===== src/rtl/cpu_pkg.sv =====
// Shared CPU datapath constants and types: register-file geometry and the
// architectural register numbers used by the write-destination selector and the register file.
package cpu_pkg;

  localparam int DATA_W = 32;
  localparam int ADDR_W = 5;

  typedef logic [ADDR_W-1:0] reg_addr_t;
  typedef logic [DATA_W-1:0] word_t;

  localparam reg_addr_t REG_ZERO = 5'd0;
  localparam reg_addr_t REG_GP   = 5'd28;
  localparam reg_addr_t REG_SP   = 5'd29;
  localparam reg_addr_t REG_RA   = 5'd31;

endpackage


===== src/rtl/reg_file_32x32.sv =====
// MIPS-style register file: 32 x 32 bits, two combinational operand read ports, a debug read port and one clocked write port.
// Optional macro REGFILE_WB_BYPASS_EN forwards the same-cycle write data to matching read ports.
module reg_file_32x32
  import cpu_pkg::*;
#(
  parameter int                      DATA_W   = cpu_pkg::DATA_W,
  parameter int                      ADDR_W   = cpu_pkg::ADDR_W,
  parameter logic [cpu_pkg::DATA_W-1:0] SP_RESET = 32'h0000_3FFC
) (
  input  logic              clk,
  input  logic              rst_n,
  input  logic              we,
  input  logic [ADDR_W-1:0] waddr,
  input  logic [DATA_W-1:0] wdata,
  input  logic [ADDR_W-1:0] raddr1,
  input  logic [ADDR_W-1:0] raddr2,
  output logic [DATA_W-1:0] rdata1,
  output logic [DATA_W-1:0] rdata2,
  input  logic [ADDR_W-1:0] dbg_addr,
  output logic [DATA_W-1:0] dbg_data
);

  localparam int NUM_REGS = 2 ** ADDR_W;

  logic [DATA_W-1:0] regs_q [NUM_REGS];
  logic [DATA_W-1:0] regs_d [NUM_REGS];

  always_comb begin
    regs_d = regs_q;
    if (we && (waddr != '0)) begin
      regs_d[waddr] = wdata;
    end
    // Entry 0 is kept at zero so every read port can index the array directly.
    regs_d[0] = '0;
  end

  always_ff @(posedge clk or negedge rst_n) begin
    if (!rst_n) begin
      for (int i = 0; i < NUM_REGS; i++) begin
        regs_q[i] <= (i == int'(REG_SP)) ? SP_RESET[DATA_W-1:0] : '0;
      end
    end else begin
      regs_q <= regs_d;
    end
  end

`ifdef REGFILE_WB_BYPASS_EN
  logic byp_valid;

  // byp_valid excludes waddr 0, so address 0 still reads as zero.
  assign byp_valid = we && (waddr != '0);
  assign rdata1    = (byp_valid && (raddr1   == waddr)) ? wdata : regs_q[raddr1];
  assign rdata2    = (byp_valid && (raddr2   == waddr)) ? wdata : regs_q[raddr2];
  assign dbg_data  = (byp_valid && (dbg_addr == waddr)) ? wdata : regs_q[dbg_addr];
`else
  assign rdata1    = regs_q[raddr1];
  assign rdata2    = regs_q[raddr2];
  assign dbg_data  = regs_q[dbg_addr];
`endif

`ifndef SYNTHESIS
  a_waddr_known: assert property (@(posedge clk) disable iff (!rst_n)
    we |-> !$isunknown(waddr))
    else $error("reg_file_32x32: write enabled with unknown waddr");

  a_wdata_known: assert property (@(posedge clk) disable iff (!rst_n)
    (we && (waddr != '0)) |-> !$isunknown(wdata))
    else $warning("reg_file_32x32: accepted write carries unknown wdata");
`endif

endmodule

===== config.mk =====
export PLATFORM = sky130hd
export DESIGN_NAME = reg_file_32x32
export DESIGN_NICKNAME = d
export VERILOG_FILES = /design/src/rtl/cpu_pkg.sv /design/src/rtl/reg_file_32x32.sv
export SDC_FILE = /design/constraint.sdc
export NUM_CORES = 2
export LEC_CHECK = 0
export CORE_ASPECT_RATIO = 1.25
export CORE_UTILIZATION = 56
export DETAILED_ROUTE_END_ITERATION = 8
export PLACE_DENSITY = 0.72
export SLEW_MARGIN = 15
export SYNTH_ARGS = -nofsm -noshare
export SYNTH_HDL_FRONTEND = slang
export SYNTH_SLANG_ARGS = --single-unit

===== constraint.sdc =====
create_clock -name clk -period 7.9 [get_ports clk]
set_clock_uncertainty 0.2 [all_clocks]
set_input_delay 1.58 -clock clk [delete_from_list [all_inputs] [get_ports clk]]
set_output_delay 1.58 -clock clk [all_outputs]
set_load 0.01 [all_outputs]

Word level (Yosys, flattened, before mapping)
Index checks and enable logic that the tools add are counted.

Memory bits (read-only): 0. Bits in registers: 992. Memories kept: 0. Bits in writable memories: 0. Input bits: 55. Latch bits: 0. Output and inout port bits: 96.

Bitwise operators: 4. Mux-type cells: 12. Div/mod/pow operators: 0. Reduce and logical (&&, ||, !) cells: 3. Add/subtract/negate cells: 0. Equality and inequality tests: 0. $mul: 0. Shift-type cells: 0. $lt $le $gt $ge: 5.

Operators by type and width (number): $bwmux 1024 (1); $bmux 32 s5 (3); $mux 32 (7); $demux 32 s5 (1); $ge 6x6->1 const B (4); $not 5->6 (4); $lt 6x1->1 const B (1); $reduce_bool 5->1 (1); $logic_and 1x1->1 (2).

Logic depth before layout (Yosys ltp)
Depth after elaboration: 6. Mapped depth: 9. Depth with buffers taken out: 4.

Worst setup path after synthesis
Ideal clock, no wire load.

Path type: input-to-output. Start point: input raddr1[0]. End point: output rdata1[10]. Path buffers: 3. Path slack: 2.986 ns. Stages: 7. Arrival time: 3.134 ns. Data required time: 6.120 ns. Cells stage by stage: buf_2 -> buf_6 -> buf_2 -> mux4_2 -> a22o_1 -> o21ai_1 -> o31ai_1.

Cells in the longest elaborated chain, start to end: 4.

RTL lines: from (decl) (RTL line reg_file_32x32.sv:15) `input logic [ADDR_W-1:0] raddr1,`; $not 5->6 (not written as such) (RTL line reg_file_32x32.sv:56) `assign rdata1 = regs_q[raddr1];`; $bmux 32 s5 (RTL line reg_file_32x32.sv:56); $mux 32 (not written as such) (2 in series) (RTL line reg_file_32x32.sv:56); to (decl) (RTL line reg_file_32x32.sv:17) `output logic [DATA_W-1:0] rdata1,`.

No other way between the ends. The select of a mux whose other input is x is not followed.

Final worst setup path
Start point: input raddr2[1]. End point: output rdata2[17].

Cells in the longest elaborated chain, start to end: 4.

RTL lines: from (decl) (RTL line reg_file_32x32.sv:16) `input logic [ADDR_W-1:0] raddr2,`; $not 5->6 (not written as such) (RTL line reg_file_32x32.sv:57) `assign rdata2 = regs_q[raddr2];`; $bmux 32 s5 (RTL line reg_file_32x32.sv:57); $mux 32 (not written as such) (2 in series) (RTL line reg_file_32x32.sv:57); to (decl) (RTL line reg_file_32x32.sv:18) `output logic [DATA_W-1:0] rdata2,`.

No other way between the ends. The select of a mux whose other input is x is not followed.

==> impl_metrics.yaml <==
status:
  outcome: "complete, no violations"
yosys:
  synth.cells.most_frequent: "sky130_fd_sc_hd__mux2_2, sky130_fd_sc_hd__dfrtp_1, sky130_fd_sc_hd__mux4_2"
  synth_warnings: 0
  sequential_cell_area_fraction_in_the_yosys_report: 0.405
  synth.lib_cells_used.distinct: 31
  synth.net_count: 4340
  synthMostInstantiatedCell: "sky130_fd_sc_hd__mux2_2"
  yosysTopAreaCellShare: 0.400
  number_of_enable_type_register_cells_in_the_synthesized_netlist: 0
  postSynth.asyncResetShare: 1.00
  mappedNetlistArea_sq_um: 61300
  synth_largest_area_cell: "sky130_fd_sc_hd__dfrtp_1"
  syn_inst: 4285
  avgSynthCellArea_sq_um: 14.3
  number_of_synthesized_register_bits: 992
  netlist_top_cells_area: "sky130_fd_sc_hd__dfrtp_1, sky130_fd_sc_hd__mux4_2, sky130_fd_sc_hd__mux2_2, sky130_fd_sc_hd__mux2i_1, sky130_fd_sc_hd__a22o_1"
  synthFlopType: "sky130_fd_sc_hd__dfrtp_1"
sta:
  final_period_minus_worst_setup_slack_ns: 6.81
  slew-limit-headroom: 0.128
  final_hold_viol_count: 0
  timing_worst_slew_pin_value_ns: 1.31
  fmax_ghz: 0.147
  grt_setup_unrepaired: "no"
  share_of_the_clock_period_used_by_the_worst_path: 0.862
  slew_violations: 0
  finalSetupTns_ns: 0
  setup_viol_count_final: 0
clock_network:
  tritoncts: "done"
  ctsHtreeMaxLevel: 3
  cts_root_buffer_type: "sky130_fd_sc_hd__clkbuf_16"
  clkSinkCount: 992
  holdBufCountCts: 0
  cts_made_buffers: 102
  cts.clk_slew.worst_paths_ns: 0.06
  worstSkewPairLatency_ns: 0.72
  cts_repair_resize_count: 0
  cts.repair_timing.setup_buffer_count: 0
  ctsLongestPathBuffers: 3
final_layout:
  finalNetCount: 4215
  area.growth.synth_to_final_pct: 9.53
  top_regs: "regs_q x992"
  drive_above_1_share: 0.471
  final_cells: 5686
  top_register: "regs_q"
  fillCellCount: 8160
  largest_reg_flops: 992
global_route:
  grt_overflow_total: 0
  grt.total_usage: 0.369
  grt_first_pass_wirelength_mm: 299
  number_of_antenna_violations_at_the_first_check_in_global_routing: 9
  grt_start_max_net_pins: 167
  first_global_vias: 43800
detailed_routing:
  drtIter0Drc: 4650
  detail-route-antenna-nets: 0
  vias_per_cell: 7.49
  detail_route.first_pass.iterations: 5
  post_drt_wl_per_cell_um: 35.6
  routed_wl_mm: 202
  route.detailed.drc: 0
  vias: 42600
die:
  dieHeight_um: 372
  num_io_pins: 151
  effective_utilization_at_floorplan: 0.565
  die_w_um: 298
  design.core.area_sq_um: 108000
  die_area_sq_um: 111000
  row_count: 135
power:
  maximum_vdd_drop_mv: 0.190
  pwr_density_cell_nw_per_um2: 243
  p_leak_nw: 28.2
min_path:
  timing.hold.worst_endpoint: "regs_q[375]$_DFFE_PN0P_"
  min-delay-start: "regs_q[375]$_DFFE_PN0P_"
  worst_hold_path.num_cells: 1
  min-delay-path-class: "reg -> reg"
setup_path:
  timing.critical_path.slowest_stage_cell: "sky130_fd_sc_hd__nor2b_4"
  crit_path_start_kind: "input port"
  cp.required_ns: 6.12
  critPathArrivalTime_ns: 5.03
  critPathCaptureType: "output pin"
  cell_count_of_the_worst_reg_to_reg_path: 1
  r2r-start: "regs_q[933]$_DFFE_PN0P_"
  critical_path_class: "in -> out"
  path_delay_family: "compound AO/OA/AOI/OAI gates"
  cpPeakStageDelay_ns: 1.02
  crit_path_cell_trace: "buf_4, nor2b_4, a22o_1, a211oi_1, o31ai_1, clkdlybuf4s50_1"
  critical_path.max_fanout: 23
  crit-reg2reg-capture: "regs_q[933]$_DFFE_PN0P_"
  register_to_register_setup_slack_ns: 6.82
  critical_path.n_buffers_inverters: 2
place:
  io_buffers: 150
  dp_hpwl_mm: 119
  place_inst: 5494
  place.gp.congestion: 0.901
job:
  drv.max_cap_violation_count: 0
[power breakdown]
group          switching (W)  leakage (nW)  internal [W]
Clock                0.00212          1.70       0.00287
Sequential          0.000955          12.7       0.00609
Combinational        0.00176          13.9       0.00250
[cells in the final DEF (no fill, tap or decap), types with 9 or more instances in the layout]
| cell type | instances |
|---|---|
| sky130_fd_sc_hd__nor2b_4 | 9 |
| sky130_fd_sc_hd__o22ai_1 | 96 |
| sky130_fd_sc_hd__mux2_1 | 41 |
| sky130_fd_sc_hd__clkinv_2 | 16 |
| sky130_fd_sc_hd__o31ai_1 | 96 |
| sky130_fd_sc_hd__dfrtp_1 | 980 |
| sky130_fd_sc_hd__a22o_1 | 288 |
| sky130_fd_sc_hd__mux2_2 | 1047 |
| sky130_fd_sc_hd__clkbuf_1 | 24 |
| sky130_fd_sc_hd__nand2_2 | 18 |
| sky130_fd_sc_hd__mux2i_1 | 288 |
| sky130_fd_sc_hd__clkbuf_16 | 106 |
| sky130_fd_sc_hd__mux4_2 | 576 |
| sky130_fd_sc_hd__nor2_4 | 19 |
| sky130_fd_sc_hd__buf_4 | 111 |
| sky130_fd_sc_hd__and2_1 | 96 |
| sky130_fd_sc_hd__clkdlybuf4s50_1 | 127 |
| sky130_fd_sc_hd__dfstp_2 | 12 |
| sky130_fd_sc_hd__a211oi_1 | 96 |
| sky130_fd_sc_hd__buf_12 | 20 |
| sky130_fd_sc_hd__clkbuf_8 | 34 |
| sky130_fd_sc_hd__o21ai_1 | 96 |
[kinds of logic after synthesis]
kind of cell / count (synthesis) / share of synthesized area
buffers and inverters: 504 / 0.0378
muxes: 1952 / 0.459
and+or+nand+nor: 165 / 0.0156
AOI/OAI and AO/OA: 672 / 0.0823
DFF: 992 / 0.405
[metal layers]
metal  vias to the layer above  routed length (um)  global-route usage
met2                      2557               94800               0.575
met5                         -                  61                   0
li1                      16800                   -                   -
met1                     22600               74100               0.468
met4                         8               12500               0.213
met3                       677               21000              0.0984
[how the worst max path moves through the flow]
| stage | start | endpoint | slack [ns] | cells after the start |
|---|---|---|---|---|
| finish | raddr2[1] | rdata2[17] | 1.09 | 6 |
| global route | dbg_addr[0] | dbg_data[13] | 1.10 | 7 |
| CTS | dbg_addr[0] | dbg_data[13] | 1.23 | 7 |
| detailed placement | dbg_addr[0] | dbg_data[13] | 1.25 | 7 |
| global placement | dbg_addr[0] | dbg_data[13] | 1.20 | 7 |
| floorplan | raddr1[0] | rdata1[10] | 2.99 | 7 |
[stage by stage]
stage | instance area, sq um | worst slack, ns | hold WS, ns | util | power (W)
finish | 67100 | 1.09 | 0.322 | 0.619 | 0.0163
floorplan | 61300 | 2.99 | 0.287 | - | 0.00992
global route | 67100 | 1.10 | 0.349 | 0.619 | 0.0169
global placement | 63700 | 1.20 | 0.297 | 0.587 | 0.0111
CTS | 67100 | 1.23 | 0.328 | 0.619 | 0.0162
detailed placement | 63700 | 1.25 | 0.314 | 0.587 | 0.0113
[final cells by class]
class	count	area, sq um	area share
Tap cell	1438	1800	0.0268
Antenna cell	4	10.0	0.000149
Timing Repair Buffer	272	2650	0.0394
Clock inverter	24	219	0.00326
Multi-Input combinational cell	2789	34400	0.512
Sequential cell	992	24800	0.370
Clock buffer	164	3210	0.0478
Inverter	3	11.3	0.000168
Power figures use the tool's default switching activity.
